--- config.mk ---
export PLATFORM = sky130hd
export DESIGN_NAME = scoreboard_hazard_unit
export DESIGN_NICKNAME = d
export VERILOG_FILES = /design/src/rtl/scoreboard_hazard_unit.sv
export SDC_FILE = /design/constraint.sdc
export NUM_CORES = 1
export LEC_CHECK = 0
export CAP_MARGIN = 20
export CORE_ASPECT_RATIO = 1.2
export CORE_MARGIN = 1.5
export CORE_UTILIZATION = 60
export DETAILED_ROUTE_END_ITERATION = 12
export GPL_TIMING_DRIVEN = 0
export MAX_ROUTING_LAYER = met4
export PLACE_DENSITY = 0.9
export SLEW_MARGIN = 5
export SYNTH_ARGS = -nofsm -noshare
export SYNTH_HDL_FRONTEND = slang
export SYNTH_SLANG_ARGS = --single-unit
--- constraint.sdc ---
create_clock -name clk -period 5.9 [get_ports clk]
set_input_delay 1.18 -clock clk [delete_from_list [all_inputs] [get_ports clk]]
set_output_delay 1.18 -clock clk [all_outputs]
set_load 0.05 [all_outputs]
--- src/rtl/scoreboard_hazard_unit.sv ---
// Scoreboard-based RAW hazard detector: per-register pending-writer and pending-load
// counters plus a global in-flight count, producing a zero-latency stall for the ID stage.
module scoreboard_hazard_unit #(
    parameter int REG_ADDR_WIDTH = 5,
    parameter int MAX_INFLIGHT   = 4,
    parameter bit FWD_EN         = 1'b1
) (
    input  logic                      clk,
    input  logic                      rst_n,
    input  logic [REG_ADDR_WIDTH-1:0] id_rs1,
    input  logic [REG_ADDR_WIDTH-1:0] id_rs2,
    input  logic                      id_rs1_used,
    input  logic                      id_rs2_used,
    input  logic                      issue_valid,
    input  logic                      issue_wen,
    input  logic                      issue_is_load,
    input  logic [REG_ADDR_WIDTH-1:0] issue_waddr,
    input  logic                      wb_valid,
    input  logic                      wb_is_load,
    input  logic [REG_ADDR_WIDTH-1:0] wb_waddr,
    input  logic                      flush,
    output logic                      PC_enable,
    output logic                      if_id_reg_enable,
    output logic                      hazard_clear_ctr,
    output logic [31:0]               stall_cycles,
    output logic                      underflow_err
);
    localparam int NREG = 1 << REG_ADDR_WIDTH;
    localparam int CW   = $clog2(MAX_INFLIGHT) + 1;
    localparam logic [CW-1:0] CNT_MAX = CW'(MAX_INFLIGHT);

    logic [CW-1:0] pend_cnt [NREG];
    logic [CW-1:0] load_cnt [NREG];
    logic [CW-1:0] inflight;

    logic hazard1;
    logic hazard2;
    logic full;
    logic stall;
    logic issue_fire;
    logic retire;
    logic underflow_now;

    // A retire against an empty counter is dropped; with a same-cycle issue the pair nets to zero.
    function automatic logic [CW-1:0] cnt_next(input logic [CW-1:0] cnt, input logic inc,
                                               input logic dec);
        if (dec && cnt == '0) return '0;
        return cnt + CW'(inc) - CW'(dec);
    endfunction

    assign hazard1 = id_rs1_used && (id_rs1 != '0) &&
                     (FWD_EN ? (load_cnt[id_rs1] != '0) : (pend_cnt[id_rs1] != '0));
    assign hazard2 = id_rs2_used && (id_rs2 != '0) &&
                     (FWD_EN ? (load_cnt[id_rs2] != '0) : (pend_cnt[id_rs2] != '0));
    assign full    = (inflight == CNT_MAX) && issue_valid && issue_wen;
    assign stall   = issue_valid && (hazard1 || hazard2 || full);

    assign PC_enable        = !stall;
    assign if_id_reg_enable = !stall;
    assign hazard_clear_ctr = stall;

    assign issue_fire = issue_valid && !stall && issue_wen && (issue_waddr != '0) && !flush;
    assign retire     = wb_valid && (wb_waddr != '0) && !flush;

    assign underflow_now = retire && ((pend_cnt[wb_waddr] == '0) ||
                                      (wb_is_load && load_cnt[wb_waddr] == '0) ||
                                      (inflight == '0));

    // Register 0 gets a counter pair like the rest but issue_fire/retire never target it.
    generate
        for (genvar gi = 0; gi < NREG; gi++) begin : g_reg
            logic issue_hit;
            logic retire_hit;
            assign issue_hit  = issue_fire && (issue_waddr == REG_ADDR_WIDTH'(gi));
            assign retire_hit = retire && (wb_waddr == REG_ADDR_WIDTH'(gi));

            always_ff @(posedge clk or negedge rst_n) begin
                if (!rst_n) begin
                    pend_cnt[gi] <= '0;
                    load_cnt[gi] <= '0;
                end else if (flush) begin
                    pend_cnt[gi] <= '0;
                    load_cnt[gi] <= '0;
                end else begin
                    pend_cnt[gi] <= cnt_next(pend_cnt[gi], issue_hit, retire_hit);
                    load_cnt[gi] <= cnt_next(load_cnt[gi], issue_hit && issue_is_load,
                                             retire_hit && wb_is_load);
                end
            end
        end
    endgenerate

    always_ff @(posedge clk or negedge rst_n) begin
        if (!rst_n) begin
            inflight <= '0;
        end else if (flush) begin
            inflight <= '0;
        end else begin
            inflight <= cnt_next(inflight, issue_fire, retire);
        end
    end

    always_ff @(posedge clk or negedge rst_n) begin
        if (!rst_n) begin
            stall_cycles  <= '0;
            underflow_err <= 1'b0;
        end else begin
            if (stall && stall_cycles != '1) stall_cycles <= stall_cycles + 32'd1;
            if (underflow_now) underflow_err <= 1'b1;
        end
    end
endmodule

**Word level (Yosys, flattened, before mapping)**

Cells that the tools add are included.

- Bitwise logic cells: 3
- Muxes and demuxes: 337
- Add/subtract/negate cells: 131
- Eq/ne operators: 64
- Reductions and logical operators: 290
- Order comparisons: 3

Operators with widths:

| cell | count |
|---|---|
| $mux 3 | 203 |
| $logic_and 1x1->1 | 209 |
| $logic_not 3->1 | 67 |
| $add 3x1->3 | 65 |
| $sub 3x1->3 | 65 |
| $eq 5x5->1 const B | 32 |
| $mux 1 | 130 |
| $eq 5x4->1 const B | 16 |
| $bmux 3 s5 | 4 |
| $eq 5x3->1 const B | 8 |
| $add 32x1->32 const B | 1 |
| $ne 32x32->1 const B | 1 |
| $eq 5x2->1 const B | 4 |
| $reduce_bool 5->1 | 4 |
| $ge 6x6->1 const B | 3 |
| $not 5->6 | 3 |
| $eq 5x1->1 const B | 2 |
| $logic_not 5->1 | 2 |
| $reduce_bool 3->1 | 2 |
| $logic_or 1x1->1 | 4 |
| $eq 3x3->1 const B | 1 |
| $logic_not 1->1 | 2 |

- Flip-flop bits (word level): 228
- Output and inout port bits: 36

**Logic depth before layout (Yosys ltp)**

Gate-level depths: netlist of run 1.

- Depth in word-level cells: 20
- Mapped depth: 20
- Depth with buffers taken out: 16

**Worst setup path after synthesis of run 1**

Ideal clock, no wire load.

- Kind: input-to-reg
- From: in id_rs2[3]
- To: reg pend_cnt[89] (netlist bit)
- Data required time: 5.796 ns
- Slack: 1.395 ns
- Path buffers: 3
- Data arrival time: 4.402 ns
- Stages on the path: 19
- Cell sequence: nand2_1 > o31ai_1 > or4b_1 > o311a_1 > a32oi_2 > and4b_1 > buf_2 > and2_1 > buf_6 > buf_6 > nand2_1 > ha_1 > inv_1 > ha_1 > inv_1 > fa_1 > inv_1 > or3_1 > a221oi_1

- Cells in the longest elaborated chain, start to end: 19
- Elaborated cells between the ends (all ways): 21

RTL lines:

| item | line | RTL |
|---|---|---|
| start, declared | 11 | `input logic [REG_ADDR_WIDTH-1:0] id_rs2,` |
| $not 5->6 | - |  |
| $bmux 3 s5 | 54 | `(FWD_EN ? (load_cnt[id_rs2] != '0) : (pend_cnt[id_rs2] != '0));` |
| $mux 3 (not written as such) (2 in series) | 54 |  |
| $reduce_bool 3->1 | 54 |  |
| $logic_and 1x1->1 (*) | 53 | `assign hazard2 = id_rs2_used && (id_rs2 != '0) &&` |
| $logic_or 1x1->1 (*) (2 in series) | 56 | `assign stall = issue_valid && (hazard1 \|\| hazard2 \|\| full);` |
| $logic_and 1x1->1 (*) | 56 |  |
| $logic_not 1->1 (*) | 62 | `assign issue_fire = issue_valid && !stall && issue_wen && (issue_waddr != '0) && !flush;` |
| $logic_and 1x1->1 (*) (4 in series) | 62 |  |
| $logic_and 1x1->1 (*) | 74 | `assign issue_hit = issue_fire && (issue_waddr == REG_ADDR_WIDTH'(gi));` |
| $add 3x1->3 (*) | 48 | `return cnt + CW'(inc) - CW'(dec);` |
| $sub 3x1->3 (*) | 48 |  |
| $mux 3 (*) | 48 |  |
| $mux 3 (*) | 81 | `end else if (flush) begin` |
| end signal, assigned by index | 85 | `pend_cnt[gi] <= cnt_next(pend_cnt[gi], issue_hit, retire_hit);` |
| end, declared | 32 | `logic [CW-1:0] pend_cnt [NREG];` |

Mark *: on every way between the ends. The rest lies on a longest branch, timed or not. The select of a mux whose other input is x is not followed.
A chain may end at the register's enable or synchronous reset.

**Final worst setup path of run 1**

- From: in id_rs2[1]
- To: out if_id_reg_enable

- Cells in the longest elaborated chain, start to end: 10
- Elaborated cells between the ends (all ways): 12

RTL lines:

| item | line | RTL |
|---|---|---|
| $not 5->6 | - |  |
| $bmux 3 s5 | 54 |  |
| $mux 3 (not written as such) (2 in series) | 54 |  |
| $reduce_bool 3->1 | 54 |  |
| $logic_and 1x1->1 (*) | 53 |  |
| $logic_or 1x1->1 (*) (2 in series) | 56 |  |
| $logic_and 1x1->1 (*) | 56 |  |
| $logic_not 1->1 (*) | 59 | `assign if_id_reg_enable = !stall;` |
| end, declared | 23 | `output logic if_id_reg_enable,` |

Marked as above.

==> results of run 1 <==
[critical path, cell delays in order]
cell,delay (ns)
clkdlybuf4s50_1,0.58
clkbuf_1,0.48
a211oi_1,0.19
nor4_1,0.38
o2111ai_1,0.18
a32oi_2,0.31
nand2b_1,0.32
buf_4,0.16
clkdlybuf4s50_1,0.79
[final cells by class]
| class | count | area, µm² | area share |
|---|---|---|---|
| multi-input combinational | 1053 | 8460 | 0.497 |
| sequential | 228 | 5710 | 0.335 |
| clock buffer | 36 | 758 | 0.0445 |
| inverter | 194 | 728 | 0.0427 |
| timing repair buffer | 65 | 671 | 0.0394 |
| tap | 325 | 407 | 0.0239 |
| buffer | 44 | 219 | 0.0128 |
| clock inverter | 9 | 88.8 | 0.00521 |
[cells in the final DEF, fill, tap and decap left out, types with 5 or more instances in the layout]
| cell type | Yosys | routed |
|---|---|---|
| and3_1 | 10 | 10 |
| nand2_1 | 61 | 61 |
| nor4b_1 | 5 | 5 |
| dfrtp_1 | 228 | 228 |
| xnor2_1 | 88 | 88 |
| clkbuf_8 | 0 | 7 |
| nor2b_1 | 18 | 18 |
| inv_1 | 192 | 192 |
| clkbuf_16 | 0 | 26 |
| a211oi_1 | 10 | 10 |
| fa_1 | 65 | 65 |
| nor4_1 | 22 | 22 |
| buf_2 | 10 | 10 |
| clkbuf_1 | 24 | 27 |
| a21oi_1 | 17 | 17 |
| mux2i_1 | 10 | 10 |
| xor2_1 | 70 | 70 |
| nor2_1 | 200 | 200 |
| a2111oi_0 | 5 | 5 |
| nand4_1 | 21 | 21 |
| nand2b_1 | 13 | 13 |
| clkdlybuf4s50_1 | 0 | 62 |
| nand3_1 | 39 | 39 |
| a21o_1 | 48 | 48 |
| ha_1 | 131 | 131 |
| and2_1 | 60 | 60 |
| nor3_1 | 79 | 79 |
| mux4_2 | 19 | 19 |
[layer usage]
metal,vias up,routed length (µm)
li1,5207,-
met3,247,3200
met2,615,19600
met1,5839,14000
met4,0,3340
met5,-,0
[state kept, by name, indices dropped and copies added, names as in the netlist]
register and count:
load_cnt 96, underflow_err 1, pend_cnt 96, stall_cycles 32
inflight 3
[where the power goes]
group          internal, mW  leakage (nW)  total (mW)  switching [mW]
registers              1.61          3.15        1.66          0.0544
logic                 0.180          4.96       0.501           0.322
clock network         0.937         0.411        1.63           0.691
total                  2.73          8.53        3.79            1.07
[path summary, 6_finish.rpt]
path	start	to	slack (ns)	cells after the start
worst max-delay path	id_rs2[1]	if_id_reg_enable	0.15	9
worst min-delay path	stall_cycles[11]	stall_cycles[11]	0.49	1
worst max register to register	load_cnt[28]	pend_cnt[23]	1.15	19
worst min register to register	stall_cycles[11]	stall_cycles[11]	0.49	1
max in group asynchronous	rst_n	pend_cnt[58]	4.10	2
min in group asynchronous	rst_n	stall_cycles[13]	0.69	1
[per-stage QoR]
step	total power, mW	hold WS, ns
final	3.79	0.491
after CTS	3.79	0.490
after global placement	2.16	0.473
after detailed placement	2.18	0.479
after global routing	3.90	0.511
after floorplan	1.98	0.548
[logic make-up after synthesis]
group | share of synthesized area
AOI/OAI and AO/OA | 0.0569
xor gates and xnor gates | 0.0916
adders and majority gates | 0.195
buffers and inverters | 0.0627
DFF | 0.378
muxes | 0.0364
other | 0.000497
and+or+nand+nor | 0.180
==> results.toml, run 1 <==
[outcome]
run_status = "finished, final reports clean"

[die]
chipHeight_um = 177
design.portCount = 66
initial_utilization = 0.610
die_boundary_width_um = 148
core_region_area_um2 = 24800
floorplan.die_area_um2 = 26100
std_cell_rows = 63

[sta]
period_share = 0.974
worst_slew_margin_rel = 0.206
grt_setup_unrepaired = "no"
layout_setup_ws_ns = 0.151
setup_total_negative_slack_ns = 0
max_slew_violation_count = 0
setup_viol_count_final = 0
tightestPinTransition_ns = 1.18
final_period_minus_worst_setup_slack_ns = 5.75
maxClockFrequency_mhz = 174
fin_worst_skew_ns = 0.0392
timing_hold_violations_final = 0

[logic_synthesis]
synth-edff-count = 0
synth.largest_area_cell = "dfrtp_1"
syn-instance-count = 1517
mappedNetlistArea_um2 = 15100
ys_top_cells_by_area = "dfrtp_1 (38%), ha_1 (11%), fa_1 (8.6%)"
yosys_warnings = 0
netlist-cell-type-count = 61
yosys_most_used_dff = "dfrtp_1"
synth.avg_cell_area_um2 = 9.96
yosysSeqAreaShare = 0.378
yosys.cell_count.top_type = "dfrtp_1"
leading_post_synthesis_cells_by_instance_count = "dfrtp_1 (228), nor2_1 (200), inv_1 (192)"
number_of_register_bits_inferred_by_synthesis = 228
async_reset_ff_frac = 1.00
post-synth-top-area-fraction = 0.378

[finish]
nNetsFinal = 1838
layout-drive-gt1-share = 0.0589
final_area_um2 = 17000
antennaDiodeCount = 0
final_cells = 1954
filler_cell_count = 1728
utilization = 0.688
growth_of_design_area_from_synthesis_to_finish_pct = 12.8

[placed_design]
dp.final_hpwl_um = 28300
instance_count_after_placement_with_tap_cells_included = 1908
post_dp_cell_area_um2 = 16200
routabilityCongestion = 0.985
place.port_buffers = 63
detailedPlace.worstSlack_ns = 0.170

[global_routing]
use_met1 = 0.361
grt.met3_usage = 0.0629
first_global_vias = 12800
global_route.usage.total = 0.331
grt_start_max_net_pins = 119
grt_first_pass_wirelength_um = 64800
initial_antenna_violation_count = 0
grt.overflow.total = 0
met2_demand_to_capacity_share_in_global_routing = 0.545
grt-busiest-layer = "met2"

[clock_tree]
clock_latency_ns = 0.57
cts-root-buf = "clkbuf_16"
cts_made_buffers = 26
postCtsSetupRepairBufs = 0
cts.sink_count = 228
post_cts_resize_count = 0
clkTransAtPathRegs_ns = 0.05
cts_tree = "built"
cts-hold-fix-buffers = 0
htreeDepth = 1
cts.path.max_buffers = 3

[routing]
wire_per_inst_um = 20.5
ant_nets = 0
via_per_inst = 6.09
initial_drt_markers = 1060
wirelength_um = 40100
drt_pass_1_iters = 6
vias = 11900
count_of_unresolved_drc_violations_after_routing = 0

[worst_setup_path]
worst_ep_arrival_time_ns = 4.57
start_kind = "input port"
timing.setup.critical_path_class = "in -> out"
setup.worst_path.end_class = "output pin"
worst_ep_required_time_ns = 4.72
worst-path-max-fanout = 10

[pwr]
p_per_area_nw_per_um2 = 223
power.ir.vdd_worst_mv = 0.341
leakagePower_nw = 8.53

[hold_path]
min_delay_worst_type = "reg -> reg"

[job]
timing.max_cap.violations = 0
Power figures use the tool's default switching activity.
==> inputs of run 2 (changes only) <==
CAP_MARGIN = 15   (was 20)
CTS_CLUSTER_DIAMETER = 200   (was unset)
==> results of run 2 <==
Final layout, timing and power as in run 1 (identical DEF).
